===== src/rtl/ooo_slot_alloc_free_if.sv =====
// Dispatch / release bus of the slot allocator.
// master: dispatch and completion logic. slave: the allocator itself.
interface ooo_slot_alloc_free_if #(
  parameter int els_p = 8
);
  localparam int id_width_lp  = $clog2(els_p);
  localparam int cnt_width_lp = $clog2(els_p + 1);

  logic                    alloc_v_i;
  logic                    alloc_ready_o;
  logic [els_p-1:0]        alloc_one_hot_o;
  logic [id_width_lp-1:0]  alloc_id_o;
  logic [els_p-1:0]        free_v_i;
  logic                    flush_i;
  logic [els_p-1:0]        busy_o;
  logic [cnt_width_lp-1:0] free_count_o;
  logic                    full_o;
  logic                    empty_o;
  logic                    error_o;

  modport master (
    output alloc_v_i, free_v_i, flush_i,
    input  alloc_ready_o, alloc_one_hot_o, alloc_id_o,
           busy_o, free_count_o, full_o, empty_o, error_o
  );

  modport slave (
    input  alloc_v_i, free_v_i, flush_i,
    output alloc_ready_o, alloc_one_hot_o, alloc_id_o,
           busy_o, free_count_o, full_o, empty_o, error_o
  );
endinterface


===== src/rtl/ooo_slot_alloc_free.sv =====
// Slot allocator / release tracker for issue-queue and ROB slot pools.
// Holds a busy vector, offers the priority free slot (one-hot + index),
// takes it on a valid/ready handshake and recycles multi-hot frees.
module ooo_slot_alloc_free #(
  parameter int els_p      = 8,
  parameter int lo_to_hi_p = 1
) (
  input logic                  clk_i,
  input logic                  reset_i,
  ooo_slot_alloc_free_if.slave bus
);
  localparam int id_width_lp  = $clog2(els_p);
  localparam int cnt_width_lp = $clog2(els_p + 1);
  localparam logic [cnt_width_lp-1:0] els_cnt_lp = cnt_width_lp'(els_p);

  // Number of set bits in a slot vector, sized to the free counter.
  function automatic logic [cnt_width_lp-1:0] popcount(input logic [els_p-1:0] v);
    logic [cnt_width_lp-1:0] n;
    n = '0;
    for (int i = 0; i < els_p; i++) begin
      n = n + cnt_width_lp'(v[i]);
    end
    return n;
  endfunction

  // Bit-reverse a slot vector so one isolation circuit serves both priorities.
  function automatic logic [els_p-1:0] reverse(input logic [els_p-1:0] v);
    logic [els_p-1:0] r;
    for (int i = 0; i < els_p; i++) begin
      r[i] = v[els_p-1-i];
    end
    return r;
  endfunction

  logic [els_p-1:0]        busy_r;
  logic [cnt_width_lp-1:0] count_r;
  logic                    err_r;

  logic [els_p-1:0]        cand;
  logic [els_p-1:0]        cand_ord;
  logic [els_p-1:0]        iso_ord;
  logic [els_p-1:0]        one_hot;
  logic [id_width_lp-1:0]  id;
  logic                    ready;
  logic                    fire;
  logic [els_p-1:0]        eff_free;
  logic                    bad_free;
  logic [els_p-1:0]        busy_next;
  logic [cnt_width_lp-1:0] count_next;

  // Priority select from the registered busy vector only (no free bypass).
  always_comb begin
    cand = ~busy_r;
    if (lo_to_hi_p != 0) begin
      cand_ord = cand;
    end else begin
      cand_ord = reverse(cand);
    end
    // Lowest set bit of the ordered candidate vector.
    iso_ord = cand_ord & (~cand_ord + {{(els_p-1){1'b0}}, 1'b1});
    if (lo_to_hi_p != 0) begin
      one_hot = iso_ord;
    end else begin
      one_hot = reverse(iso_ord);
    end
    id = '0;
    for (int i = 0; i < els_p; i++) begin
      id = id | ({id_width_lp{one_hot[i]}} & id_width_lp'(i));
    end
    ready = |cand;
  end

  // Next-state: handshake, filtered frees and free-count bookkeeping.
  always_comb begin
    fire       = bus.alloc_v_i & ready;
    eff_free   = bus.free_v_i & busy_r;
    bad_free   = |(bus.free_v_i & ~busy_r);
    busy_next  = (busy_r & ~eff_free) | (one_hot & {els_p{fire}});
    count_next = count_r - cnt_width_lp'(fire) + popcount(eff_free);
  end

  // State registers; flush releases everything and skips the error check.
  always_ff @(posedge clk_i or posedge reset_i) begin
    if (reset_i) begin
      busy_r  <= '0;
      count_r <= els_cnt_lp;
      err_r   <= 1'b0;
    end else if (bus.flush_i) begin
      busy_r  <= '0;
      count_r <= els_cnt_lp;
      err_r   <= err_r;
    end else begin
      busy_r  <= busy_next;
      count_r <= count_next;
      err_r   <= err_r | bad_free;
    end
  end

  assign bus.alloc_ready_o   = ready;
  assign bus.alloc_one_hot_o = one_hot;
  assign bus.alloc_id_o      = id;
  assign bus.busy_o          = busy_r;
  assign bus.free_count_o    = count_r;
  assign bus.full_o          = (count_r == {cnt_width_lp{1'b0}});
  assign bus.empty_o         = (count_r == els_cnt_lp);
  assign bus.error_o         = err_r;
endmodule


===== src/flat_wrapper.sv =====
// flat-port wrapper written by rule: the top's interface ports become plain ports
module ooo_slot_alloc_free_flat 
#(
  parameter int els_p      = 8,
  parameter int lo_to_hi_p = 1
)
  (clk_i, reset_i, bus_alloc_v_i, bus_free_v_i, bus_flush_i, bus_alloc_ready_o, bus_alloc_one_hot_o, bus_alloc_id_o, bus_busy_o, bus_free_count_o, bus_full_o, bus_empty_o, bus_error_o);
  ooo_slot_alloc_free_if #(.els_p(els_p)) bus_i ();
  input logic clk_i;
  input logic reset_i;
  input wire logic [$bits(bus_i.alloc_v_i)-1:0] bus_alloc_v_i;
  input wire logic [$bits(bus_i.free_v_i)-1:0] bus_free_v_i;
  input wire logic [$bits(bus_i.flush_i)-1:0] bus_flush_i;
  output wire logic [$bits(bus_i.alloc_ready_o)-1:0] bus_alloc_ready_o;
  output wire logic [$bits(bus_i.alloc_one_hot_o)-1:0] bus_alloc_one_hot_o;
  output wire logic [$bits(bus_i.alloc_id_o)-1:0] bus_alloc_id_o;
  output wire logic [$bits(bus_i.busy_o)-1:0] bus_busy_o;
  output wire logic [$bits(bus_i.free_count_o)-1:0] bus_free_count_o;
  output wire logic [$bits(bus_i.full_o)-1:0] bus_full_o;
  output wire logic [$bits(bus_i.empty_o)-1:0] bus_empty_o;
  output wire logic [$bits(bus_i.error_o)-1:0] bus_error_o;
  assign bus_i.alloc_v_i = bus_alloc_v_i;
  assign bus_i.free_v_i = bus_free_v_i;
  assign bus_i.flush_i = bus_flush_i;
  assign bus_alloc_ready_o = bus_i.alloc_ready_o;
  assign bus_alloc_one_hot_o = bus_i.alloc_one_hot_o;
  assign bus_alloc_id_o = bus_i.alloc_id_o;
  assign bus_busy_o = bus_i.busy_o;
  assign bus_free_count_o = bus_i.free_count_o;
  assign bus_full_o = bus_i.full_o;
  assign bus_empty_o = bus_i.empty_o;
  assign bus_error_o = bus_i.error_o;
  ooo_slot_alloc_free #(.els_p(els_p), .lo_to_hi_p(lo_to_hi_p)) u_core (.clk_i(clk_i), .reset_i(reset_i), .bus(bus_i));
endmodule

===== config.mk =====
export PLATFORM = sky130hd
export DESIGN_NAME = ooo_slot_alloc_free_flat
export DESIGN_NICKNAME = d
export VERILOG_FILES = /design/src/rtl/ooo_slot_alloc_free_if.sv /design/src/rtl/ooo_slot_alloc_free.sv /design/src/flat_wrapper.sv
export SDC_FILE = /design/constraint.sdc
export NUM_CORES = 1
export LEC_CHECK = 0
export ABC_AREA = 0
export BUFFER_PORTS_ARGS = -buffer_cell sky130_fd_sc_hd__buf_2
export CELL_PAD_IN_SITES_DETAIL_PLACEMENT = 2
export CELL_PAD_IN_SITES_GLOBAL_PLACEMENT = 2
export CORE_ASPECT_RATIO = 1.2
export CORE_MARGIN = 2
export CORE_UTILIZATION = 31
export DETAILED_ROUTE_END_ITERATION = 6
export PLACE_DENSITY = 0.95
export REMOVE_ABC_BUFFERS = 1
export SYNTH_ARGS = -nofsm -noshare
export SYNTH_HDL_FRONTEND = slang
export SYNTH_SLANG_ARGS = --single-unit

===== constraint.sdc =====
create_clock -name clk_i -period 6 [get_ports clk_i]
set_input_delay 1.2 -clock clk_i [delete_from_list [all_inputs] [get_ports clk_i]]
set_output_delay 1.2 -clock clk_i [all_outputs]
set_load 0.1 [all_outputs]

* Word level (Yosys, flattened, before mapping)
Index checks and enable logic that the tools add are counted.
** Word-level totals
- Flip-flop bits (word level) :: 13
- Latch bits :: 0
- RAM bits :: 0
- Bits in read-only memories :: 0
- Input port bits :: 12
- Output and inout port bits :: 27
- Logic and storage cells :: 36
- Memories :: 0
** Cells by class
- Add/sub/neg operators :: 10
- Multipliers :: 0
- Div/mod/pow operators :: 0
- Magnitude comparators :: 0
- Equal/unequal tests :: 1
- Shift operators :: 0
- Muxes and demuxes :: 2
- Bitwise gates (word level) :: 17
- Reductions and logical operators :: 3
** Operators with widths (count)
- $and 8x8->8 :: 5
- $add 4x1->4 :: 6
- $not 8->8 :: 3
- $reduce_or 8->1 :: 2
- $or 3x3->3 :: 4
- $add 8x1->8 const B :: 1
- $mux 8 :: 1
- $or 8x8->8 :: 1
- $add 4x4->4 :: 1
- $eq 4x4->1 const B :: 1
- $logic_not 4->1 :: 1
- $mux 4 :: 1
- $sub 4x1->4 :: 1
- $or 3x2->3 :: 1
- $add 1x1->2 :: 1
- $or 1x2->2 :: 1
- $and 1x1->1 :: 1
- $or 1x1->1 :: 1

* Logic depth before layout (Yosys ltp)
Gate-level depths: netlist (run 1).
- Depth in word-level cells :: 10
- Gate-level depth with buffers :: 16
- Gate-level depth less buffers :: 15

* Least setup slack after synthesis (run 1)
OpenSTA, ideal clock, no wires.
- Path type :: reg2reg
- Start point :: register u_core.busy_r[4] (netlist: u_core.bus.busy_o[4])
- End point :: register u_core.count_r[2] (netlist: u_core.bus.free_count_o[2])
- Library setup time :: 132 ps
- Arrival :: 4555 ps
- Required time :: 5868 ps
- Path slack :: 1313 ps
- Cell stages (with the launch flop) :: 14
- Buffers on the path :: 1
- Clock period less this slack :: 4687 ps
- Path through :: dfrtp_1 -> bufbuf_16 -> nand2_1 -> nor2_4 -> nand3_2 -> and2_1 -> ha_1 -> fa_1 -> inv_1 -> fa_1 -> ha_1 -> fa_1 -> xnor2_1 -> nor2_1
** Between the ends
- Elaborated cells on any way between the ends :: 11
- Classes of those cells :: add/sub (6); mux (1); bitwise (3); reduce/logical (1)
** RTL lines
- start, declared :: RTL line ooo_slot_alloc_free.sv:35 : logic [els_p-1:0] busy_r;
- start signal, assigned :: RTL line ooo_slot_alloc_free.sv:93 : busy_r <= busy_next;
- $not 8->8 :: RTL line ooo_slot_alloc_free.sv:53 : cand = ~busy_r;
- $reduce_or 8->1 :: RTL line ooo_slot_alloc_free.sv:70 : ready = |cand;
- net bus_alloc_ready_o :: RTL line flat_wrapper.sv:14 : output wire logic [$bits(bus_i.alloc_ready_o)-1:0] bus_alloc_ready_o;
- $and 1x1->1 :: RTL line ooo_slot_alloc_free.sv:75 : fire = bus.alloc_v_i & ready;
- $sub 4x1->4 :: RTL line ooo_slot_alloc_free.sv:79 : count_next = count_r - cnt_width_lp'(fire) + popcount(eff_free);
- $add 4x4->4 :: RTL line ooo_slot_alloc_free.sv:79
- $mux 4 :: RTL line ooo_slot_alloc_free.sv:88 : end else if (bus.flush_i) begin
- end signal, assigned :: RTL line ooo_slot_alloc_free.sv:86 : count_r <= els_cnt_lp;
- end signal, assigned :: RTL line ooo_slot_alloc_free.sv:90 : count_r <= els_cnt_lp;
- end signal, assigned :: RTL line ooo_slot_alloc_free.sv:94 : count_r <= count_next;
- end, declared :: RTL line ooo_slot_alloc_free.sv:36 : logic [cnt_width_lp-1:0] count_r;
The timed path passes the listed nets, and every way through them passes these cells.
A chain may end at the register's enable or synchronous reset.

* Worst setup path in the final report (run 1)
- Start point :: input port bus_free_v_i[6]
- End point :: register u_core.count_r[2] (netlist: u_core.bus.free_count_o[2])
** Between the ends
- Cells in the longest elaborated chain, start to end :: 5
** Ends and longest elaborated chain
- start, declared :: RTL line flat_wrapper.sv:12 : input wire logic [$bits(bus_i.free_v_i)-1:0] bus_free_v_i;
- $and 8x8->8 :: RTL line ooo_slot_alloc_free.sv:76 : eff_free = bus.free_v_i & busy_r;
- $add 4x1->4 (2 in series) :: RTL line ooo_slot_alloc_free.sv:21 : n = n + cnt_width_lp'(v[i]);
- $add 4x4->4 :: RTL line ooo_slot_alloc_free.sv:79
- $mux 4 :: RTL line ooo_slot_alloc_free.sv:88
No other way between the ends.

==> results by group, run 1 <==
Setup path
  – Arrival @ worst endpoint: 3.97 ns
  – Worst Setup SP: bus_free_v_i[6]
  – Critical Path Sink: u_core.bus.free_count_o[2]
  – Setup crit end kind: flop
  – Critical path data required time: 6.13 ns
  – Cell repeated most along the worst path: fa_1
  – Critical path launch point type: primary input
  – CP bufs+invs: 3
  – Worst-path fanout max: 3
  – Critical Path Stages: 11
  – FF-to-FF setup slack: 2.32 ns
  – Worst R2R End: u_core.bus.free_count_o[2]
  – CP delay by family, top: adder cells
  – Kind of critical path: in2reg
  – Worst Reg-to-Reg Cells: 12
  – Crit path largest cell delay: 0.51 ns
  – R2R Path Start: u_core.bus.busy_o[2]
  – Slowest stage cell on the critical path: fa_1
  – Crit-path cells: buf_2, and2_1, fa_1, inv_1, fa_1, inv_1, fa_1, ha_1, fa_1, xnor2_1, nor2_1

Clocking
  – TritonCTS clock tree: built
  – Worst-path clk slew: 0.06 ns
  – Clock Latency Late Sink: 0.24 ns
  – Number of hold buffers added after cts: 0
  – Number of CTS-inserted buffers: 3
  – Setup Buffers After CTS: 0
  – Clock root buffer: clkbuf_8
  – H-tree levels: 1
  – CTS max path bufs: 2
  – Post-CTS sizing: 0
  – Clock Sink Count: 13

Layout
  – Non-Filler Instances: 205
  – Synthesis-to-finish area growth: 19.6%
  – Final net count: 195
  – Antenna cell count: 0
  – Layout cells sized above 1: 0.295

Detailed routing
  – Met2 Routed Length: 2220 um
  – Number of vias per cell: 5.06
  – Post-route ant nets: 0
  – Total Wirelength: 3790 um
  – Drt first-iter violations: 34
  – Wire per inst: 18.5 um
  – DRT met1 WL: 1420 um
  – Detailed-router iteration count before antenna repair: 4
  – Metal3 WL: 60 um
  – Vias post-DR: 1038
  – DRC: 0
  – Uppermost layer routed: met4

Global route
  – Gr ovfl total: 0
  – Largest net degree at the start of global routing: 15
  – GRT Overall Usage: 0.193
  – Initial antenna violation count: 0
  – Vias in the first global route: 1202
  – First-pass GRT wire length: 6000 um

Floorplan
  – Die Span X: 59.7 um
  – Die Area: 4230 um^2
  – Initial core utilization: 0.320
  – Core Box Area: 3600 um^2
  – Site Rows: 24
  – Die Height: 70.9 um
  – I/O pin count: 39

Power and ir drop
  – Clock power frac: 0.168
  – Sequential power share: 0.233
  – VDD IR-drop max: 0.0000827 V
  – Net switching power: 254 uW
  – Static leakage: 0.000741 uW
  – P_int: 223 uW
  – Sw frac: 0.533
  – Pwr per Cell Area: 345 nW/um^2
  – Combinational Power Share: 0.599

STA
  – Final setup viols: 0
  – RSZ-0062 raised after global routing: false
  – Final Skew: 0.000527 ns
  – Min Tclk post-route: 3.84 ns
  – Max Slew Vio Count: 0
  – Worst-margin pin slew: 0.531 ns
  – Hold Vio Cnt, Final: 0
  – Max_slew headroom: 0.646
  – Tcrit/Tclk final: 0.640
  – Final hold slack: 0.476 ns
  – Setup TNS: 0 ns
  – Maximum clock frequency: 260 MHz

Min path
  – Hold Path Class: reg2reg
  – Hold depth: 1

Place
  – Placed Instances: 201
  – Number of port buffers: 38
  – DP HPWL: 3000 um
  – Gpl congestion: 0.814

Logic synthesis
  – Distinct cells, synth: 40
  – Share of the synthesized area in the top cell type: 0.260
  – Cell count after synthesis: 129
  – Mapped Avg Cell Area: 8.95 um^2
  – Synth async-reset ratio: 1.00
  – Area leader, netlist: dfrtp_1
  – Mapped Area: 1150 um^2
  – YS warnings: 0
  – Most frequent cell after synthesis: inv_1
  – FF+latch count, synth: 13
  – Ys flop type: dfrtp_1
  – EDFF count, synth: 0
  – Synth area leaders: dfrtp_1 (26%), ha_1 (12%), fa_1 (8.7%), inv_1 (6.5%), nor2_1 (4.9%)
  – Synth cell count leaders: inv_1 (20), nor2_1 (15), dfrtp_1 (12)
  – Seq/Total Area, Yosys: 0.283

Outcome
  – Status: completed

Run
  – Max-cap viol count: 0
[cell type report]
class / instances / area, um^2
inverter: 22 / 82.6
tap: 39 / 48.8
clock buffer: 4 / 45.0
fill: 433 / 2220
multi-input combinational: 89 / 688
timing repair buffer: 38 / 190
sequential: 13 / 327
[how the worst min path moves through the flow]
stage,from,end
detailed placement,u_core.bus.error_o,u_core.bus.error_o
finish,u_core.bus.error_o,u_core.bus.error_o
CTS,u_core.bus.error_o,u_core.bus.error_o
floorplan,u_core.bus.busy_o[7],u_core.bus.busy_o[7]
global route,u_core.bus.error_o,u_core.bus.error_o
global placement,u_core.bus.error_o,u_core.bus.error_o
[layer usage]
layer	GRT usage	up-vias
met5	0	-
met2	0.377	22
met3	0.0128	6
met1	0.202	517
li1	-	493
met4	0.0815	0
[cells in the final DEF (no fill, tap or decap), drive strengths merged, types with 2 or more instances in the layout]
cell type / Yosys / final
buf: 1 / 38
inv: 22 / 22
nor2: 16 / 16
dfrtp: 12 / 12
ha: 11 / 11
nand2: 9 / 9
and2: 7 / 7
nor3b: 5 / 5
a21oi: 5 / 5
fa: 5 / 5
xnor2: 4 / 4
nand3: 4 / 4
clkbuf: 3 / 4
nor2b: 3 / 3
o22ai: 2 / 2
[power groups by stage]
stage | sequential [uW] | clock, uW | combinational [uW]
floorplan | 182 | 0 | 157
global placement | 111 | 0 | 268
detailed placement | 113 | 0 | 287
CTS | 112 | 82.8 | 291
global route | 113 | 85.3 | 304
finish | 111 | 80.1 | 285
[logic make-up (layout without fill, tap and decap cells)]
group	after synthesis	count (layout)	share of synthesized area
AND/OR/NAND/NOR	51	51	0.252
buffers and inverters	27	64	0.121
AO/OA/AOI/OAI	18	18	0.107
adder cells (fa/ha/maj)	16	16	0.206
flip-flops	13	13	0.283
XOR/XNOR	4	4	0.0303
[sequential cells by signal, indices dropped and copies added (netlist names)]
name,cells
u_core.bus.free_count_o,4
u_core.bus.error_o,1
u_core.bus.busy_o,8
[through the flow]
step | utilization | area [um^2] | total power (uW) | setup WS (ns)
2_1_floorplan | - | 1100 | 339 | 1.41
3_3_place_gp | 0.371 | 1340 | 379 | 2.07
3_5_place_dp | 0.371 | 1340 | 400 | 2.00
4_1_cts | 0.383 | 1380 | 486 | 2.14
5_1_grt | 0.383 | 1380 | 502 | 2.04
6_report | 0.383 | 1380 | 476 | 2.16
(Power assumes the default switching activity.)
==> run 2: changes to the inputs <==
- CORE_UTILIZATION: 31 -> 26
- PLACE_DENSITY: 0.95 -> 0.87
- clock period: 6 -> 3.1 ns (I/O delays scaled with it)
==> run 2 against run 1 <==
- sequential share of layout area fell by 3.8 points
- worst hold slack got worse by 0.067 ns
- clock power rose by 100%
- core utilization rose by 0.25 points
- critical endpoint unchanged
==> results by group, run 2 (synthesis results as in run 1) <==
Outcome
  – Status: completed

Power and ir drop
  – Sw frac: 0.528
  – Total power: 957 uW
  – P_int: 452 uW
  – Sequential power share: 0.222
  – Pwr per Cell Area: 582 nW/um^2
  – Net switching power: 505 uW
  – Combinational Power Share: 0.610
  – VDD IR-drop max: 0.000225 V
  – Clock power frac: 0.168
  – Static leakage: 0.000885 uW

STA
  – Min Tclk post-route: 3.08 ns
  – Hold Vio Cnt, Final: 0
  – Final setup viols: 0
  – Tcrit/Tclk final: 0.994
  – Max Slew Vio Count: 0
  – Final Skew: 0.00298 ns
  – Maximum clock frequency: 324 MHz
  – RSZ-0062 raised after global routing: true
  – Worst-margin pin slew: 0.555 ns
  – Max_slew headroom: 0.630

Place
  – Number of port buffers: 38
  – Gpl congestion: 0.848
  – DP HPWL: 3220 um
  – Placed Instances: 238

Clocking
  – CTS max path bufs: 2
  – Number of CTS-inserted buffers: 3
  – TritonCTS clock tree: built
  – Worst-path clk slew: 0.06 ns
  – Clock Sink Count: 13
  – Clock Latency Late Sink: 0.25 ns
  – H-tree levels: 1
  – Number of hold buffers added after cts: 0
  – Clock root buffer: clkbuf_8

Setup path
  – Worst-path fanout max: 2
  – Kind of critical path: in2reg
  – Cell repeated most along the worst path: fa_1
  – Worst Setup SP: bus_free_v_i[6]
  – Arrival @ worst endpoint: 3.21 ns
  – Setup crit end kind: flop
  – R2R Path Start: u_core.bus.busy_o[4]
  – Critical path launch point type: primary input
  – Crit-path cells: buf_2, and2_1, fa_1, inv_1, fa_1, inv_1, fa_1, ha_2, fa_2, xnor2_1, nor2_1
  – Crit path largest cell delay: 0.51 ns
  – Slowest stage cell on the critical path: fa_1
  – Critical path data required time: 3.23 ns

Detailed routing
  – Vias post-DR: 1141
  – Post-route ant nets: 0
  – Drt first-iter violations: 16
  – Uppermost layer routed: met4
  – Total Wirelength: 4270 um
  – Detailed-router iteration count before antenna repair: 4
  – DRT met1 WL: 1800 um
  – Metal3 WL: 156 um
  – Number of vias per cell: 4.60
  – Wire per inst: 17.2 um
  – DRC: 0
  – Met2 Routed Length: 2200 um

Floorplan
  – Initial core utilization: 0.271
  – Site Rows: 26
  – Die Height: 77.0 um
  – Core Box Area: 4260 um^2
  – I/O pin count: 39
  – Die Area: 4990 um^2
  – Die Span X: 64.8 um

Layout
  – Max reg flops: 8
  – Synthesis-to-finish area growth: 42.4%
  – Commonest cells after routing, fill and taps aside: buf_2 (38), buf_4 (23), inv_1 (20)
  – Layout cells sized above 1: 0.432
  – Number of fill cells: 494
  – Antenna cell count: 0
  – Non-Filler Instances: 248
  – Commonest non-fill, non-tap cell in the layout: buf_2
  – Final net count: 221

Global route
  – First-pass GRT wire length: 6930 um
  – GRT Overall Usage: 0.182
  – Largest net degree at the start of global routing: 15
  – Gr ovfl total: 0
  – Vias in the first global route: 1305
  – Initial antenna violation count: 0

Min path
  – Hold Path Class: in2async

Run
  – Max-cap viol count: 0
-- run 2: changes by cell type in the layout (fill, tap and decap cells not counted), sizes merged --
cell    previous run  this run
buf               38        64
clkbuf             4         3
clkinv             0         1
-- run 2: worst paths after layout --
kind / to / slack [ns] / cells after the start
setup / recovery: u_core.bus.free_count_o[2] / 0.02 / 11
hold / removal: u_core.bus.free_count_o[2] / 0.41 / 2
setup reg to reg: u_core.bus.free_count_o[2] / 0.02 / 11
hold reg to reg: u_core.bus.error_o / 0.49 / 1
max in group asynchronous: u_core.bus.free_count_o[3] / 2.32 / 2
min in group clk_i: u_core.bus.error_o / 0.49 / 1
-- run 2: cell type report --
class	instances	area, um^2	area share
multi-input cells	89	722	0.439
clock buffers	3	41.3	0.0251
flip-flops and latches	13	327	0.199
repair buffers	64	397	0.241
well taps	56	70.1	0.0426
clock inverters	1	5.00	0.00304
inverters	22	82.6	0.0502
-- run 2: metal layers --
metal / up-vias / global-route usage
li1: 541 / -
met1: 558 / 0.227
met2: 33 / 0.315
met3: 9 / 0.0249
met4: 0 / 0.0617
met5: - / 0
-- run 2: worst max-delay path: cells and delay by family --
family                   cells  cell delay [ns]
buffers and inverters        3             0.21
adder cells (fa/ha/maj)      5             1.99
XOR/XNOR                     1             0.18
AND/OR/NAND/NOR              2             0.22
-- run 2: timing repair --
action / 4_1_cts / 5_1_grt
setup endpoints to repair: 3 / 3
gates resized for setup: 8 / 2
setup buffers: 4 / 2
pin swaps: 9 / 1
-- run 2: power groups by stage --
stage | sequential, uW | clock, uW | combinational, uW
2_1_floorplan | 352 | 0 | 304
3_3_place_gp | 214 | 0 | 539
3_5_place_dp | 217 | 0 | 563
4_1_cts | 214 | 161 | 576
5_1_grt | 216 | 169 | 631
6_report | 212 | 161 | 584
-- run 2: per-stage QoR --
step / worst slack (ns) / TNS [ns] / hold slack (ns) / utilization / area [um^2]
finish: 0.0181 / 0 / 0.410 / 0.386 / 1640
global route: -0.118 / -0.284 / 0.467 / 0.386 / 1640
CTS: -0.0000235 / -0.0000235 / 0.434 / 0.380 / 1620
detailed placement: -0.312 / -0.889 / 0.474 / 0.354 / 1510
global placement: -0.222 / -0.619 / 0.458 / 0.354 / 1510
floorplan: -1.49 / -9.49 / 0.496 / - / 1100
==> run 3: changes to the inputs <==
- CORE_MARGIN: 2 -> 4
- CORE_UTILIZATION: 26 -> 27
- CTS_BUF_LIST: unset -> sky130_fd_sc_hd__clkbuf_8
- PLACE_DENSITY: 0.87 -> 0.9
- SLEW_MARGIN: unset -> 20
==> run 3 against run 2 <==
- count of clock-buffer cells in the layout is the same
- largest power group unchanged
- sequential share of layout area shrank 0.46 points
- critical path depth stayed put
- worst setup slack worse by 0.11 ns
- non-clock buffer count is 3 lower
- power rose by 5.4%
- critical endpoint is now u_core.bus.free_count_o[1]
- highest routed layer unchanged
- first-iteration DRC count rose to 2.6 times the previous value
- core utilization increased by 3.1 points
- combinational power grew 8.2%
- the flow now finishes with violations (negative setup slack)
- clock power is essentially flat
- cell count down 2.0%
==> results by group, run 3 (synthesis results as in run 1) <==
Power and ir drop
  – Total power: 1010 uW
  – Pwr per Cell Area: 599 nW/um^2
  – Net switching power: 533 uW
  – Clock power frac: 0.162
  – VDD IR-drop max: 0.000173 V
  – Sequential power share: 0.211
  – Combinational Power Share: 0.627
  – Static leakage: 0.000869 uW
  – Sw frac: 0.528
  – P_int: 476 uW

Clocking
  – Clock Latency Late Sink: 0.26 ns
  – CTS max path bufs: 2
  – TritonCTS clock tree: built
  – Clock Sink Count: 13
  – Worst-path clk slew: 0.07 ns
  – Clock root buffer: clkbuf_8
  – Number of hold buffers added after cts: 0
  – Number of CTS-inserted buffers: 3
  – H-tree levels: 1

Detailed routing
  – Detailed-router iteration count before antenna repair: 2
  – Number of vias per cell: 4.77
  – Post-route ant nets: 0
  – Total Wirelength: 4850 um
  – DRC: 0
  – Drt first-iter violations: 42
  – Wire per inst: 20.0 um
  – Vias post-DR: 1160

STA
  – Max_slew headroom: 0.641
  – Tcrit/Tclk final: 1.03
  – RSZ-0062 raised after global routing: true
  – Setup TNS: -0.138 ns
  – Final setup viols: 2
  – Worst-margin pin slew: 0.538 ns
  – Hold Vio Cnt, Final: 0
  – Final setup margin: -0.0893 ns
  – Maximum clock frequency: 314 MHz
  – Min Tclk post-route: 3.19 ns
  – Final Skew: 0.00516 ns
  – Max Slew Vio Count: 0

Outcome
  – Status: finished, violations left
  – Failing checks: negative setup slack

Min path
  – Hold Path Class: in2async

Global route
  – Vias in the first global route: 1279
  – Initial antenna violation count: 0
  – Largest net degree at the start of global routing: 15
  – GRT Overall Usage: 0.181
  – Gr ovfl total: 0
  – First-pass GRT wire length: 6870 um

Floorplan
  – Die Area: 5390 um^2
  – Die Span X: 67.7 um
  – Initial core utilization: 0.286
  – Site Rows: 25
  – I/O pin count: 39
  – Die Height: 79.6 um
  – Core Box Area: 4040 um^2

Layout
  – Non-Filler Instances: 243
  – Commonest cells after routing, fill and taps aside: buf_2 (37), buf_4 (20), inv_1 (19)
  – Antenna cell count: 0
  – Synthesis-to-finish area growth: 45.7%
  – Max reg flops: 8
  – Layout cells sized above 1: 0.466
  – Commonest non-fill, non-tap cell in the layout: buf_2
  – Final net count: 218

Setup path
  – Kind of critical path: reg2reg
  – Worst-path fanout max: 2
  – Critical path data required time: 3.24 ns
  – Critical path launch point type: flop
  – Arrival @ worst endpoint: 3.33 ns
  – Setup crit end kind: flop

Place
  – Gpl congestion: 0.781
  – Placed Instances: 233
  – Dpl ws: -0.361 ns
  – DP HPWL: 3460 um
  – Number of port buffers: 38

Run
  – Max-cap viol count: 0
==> run 3: cell types whose count changed in the layout (fill, tap and decap cells not counted), sizes merged <==
| cell | change |
|---|---|
| buf | -3 |
| clkinv | -1 |
| inv | +1 |
==> run 3: layout make-up <==
| cell class | count | area [um^2] |
|---|---|---|
| timing repair buffer | 61 | 380 |
| tap | 54 | 67.6 |
| fill | 463 | 2350 |
| clock buffer | 3 | 41.3 |
| inverter | 22 | 82.6 |
| sequential | 13 | 327 |
| multi-input combinational | 89 | 781 |
| clock inverter | 1 | 3.75 |
==> run 3: final timing paths <==
| check | cells after the start | startpoint | slack [ns] | endpoint |
|---|---|---|---|---|
| setup / recovery | 11 | u_core.bus.busy_o[0] | -0.09 | u_core.bus.free_count_o[1] |
| max in group asynchronous | 2 | reset_i | 2.33 | u_core.bus.free_count_o[3] |
| setup reg to reg | 11 | u_core.bus.busy_o[0] | -0.09 | u_core.bus.free_count_o[1] |
| hold / removal | 2 | reset_i | 0.40 | u_core.bus.busy_o[1] |
| hold reg to reg | 1 | u_core.bus.error_o | 0.50 | u_core.bus.error_o |
| min in group clk_i | 1 | u_core.bus.error_o | 0.50 | u_core.bus.error_o |
==> run 3: what timing repair did <==
item	CTS	global route
setup endpoints to repair	3	3
pin swaps	12	9
cloned	0	0
gates resized for setup	13	10
setup buffers	3	3
==> run 3: layer usage <==
| layer | track usage | share of wire | vias up |
|---|---|---|---|
| li1 | - | - | 537 |
| met1 | 0.191 | 0.36 | 574 |
| met2 | 0.334 | 0.56 | 33 |
| met3 | 0.0197 | 0.031 | 16 |
| met4 | 0.105 | 0.054 | 0 |
| met5 | 0 | 0 | - |
==> run 3: worst max-delay path: stages (launching register included) <==
cell,delay (ns)
dfrtp_1,0.42
nand4_4,0.14
nor2_4,0.16
nand3_2,0.08
and2_4,0.15
ha_4,0.22
fa_2,0.60
inv_2,0.04
fa_2,0.55
ha_4,0.15
fa_2,0.41
nor2b_1,0.13
==> run 3: power groups by stage <==
stage               combinational, uW  clock (uW)  sequential, uW
floorplan                         304           0             352
global placement                  530           0             213
detailed placement                560           0             216
CTS                               578         168             213
global route                      669         172             214
finish                            632         164             212
==> run 3: through the flow <==
stage,utilization,cell area (um^2),hold WS (ns)
after floorplan,-,1100,0.496
after global placement,0.367,1480,0.455
after detailed placement,0.367,1480,0.486
after CTS,0.395,1600,0.418
after global routing,0.417,1680,0.451
final,0.417,1680,0.399
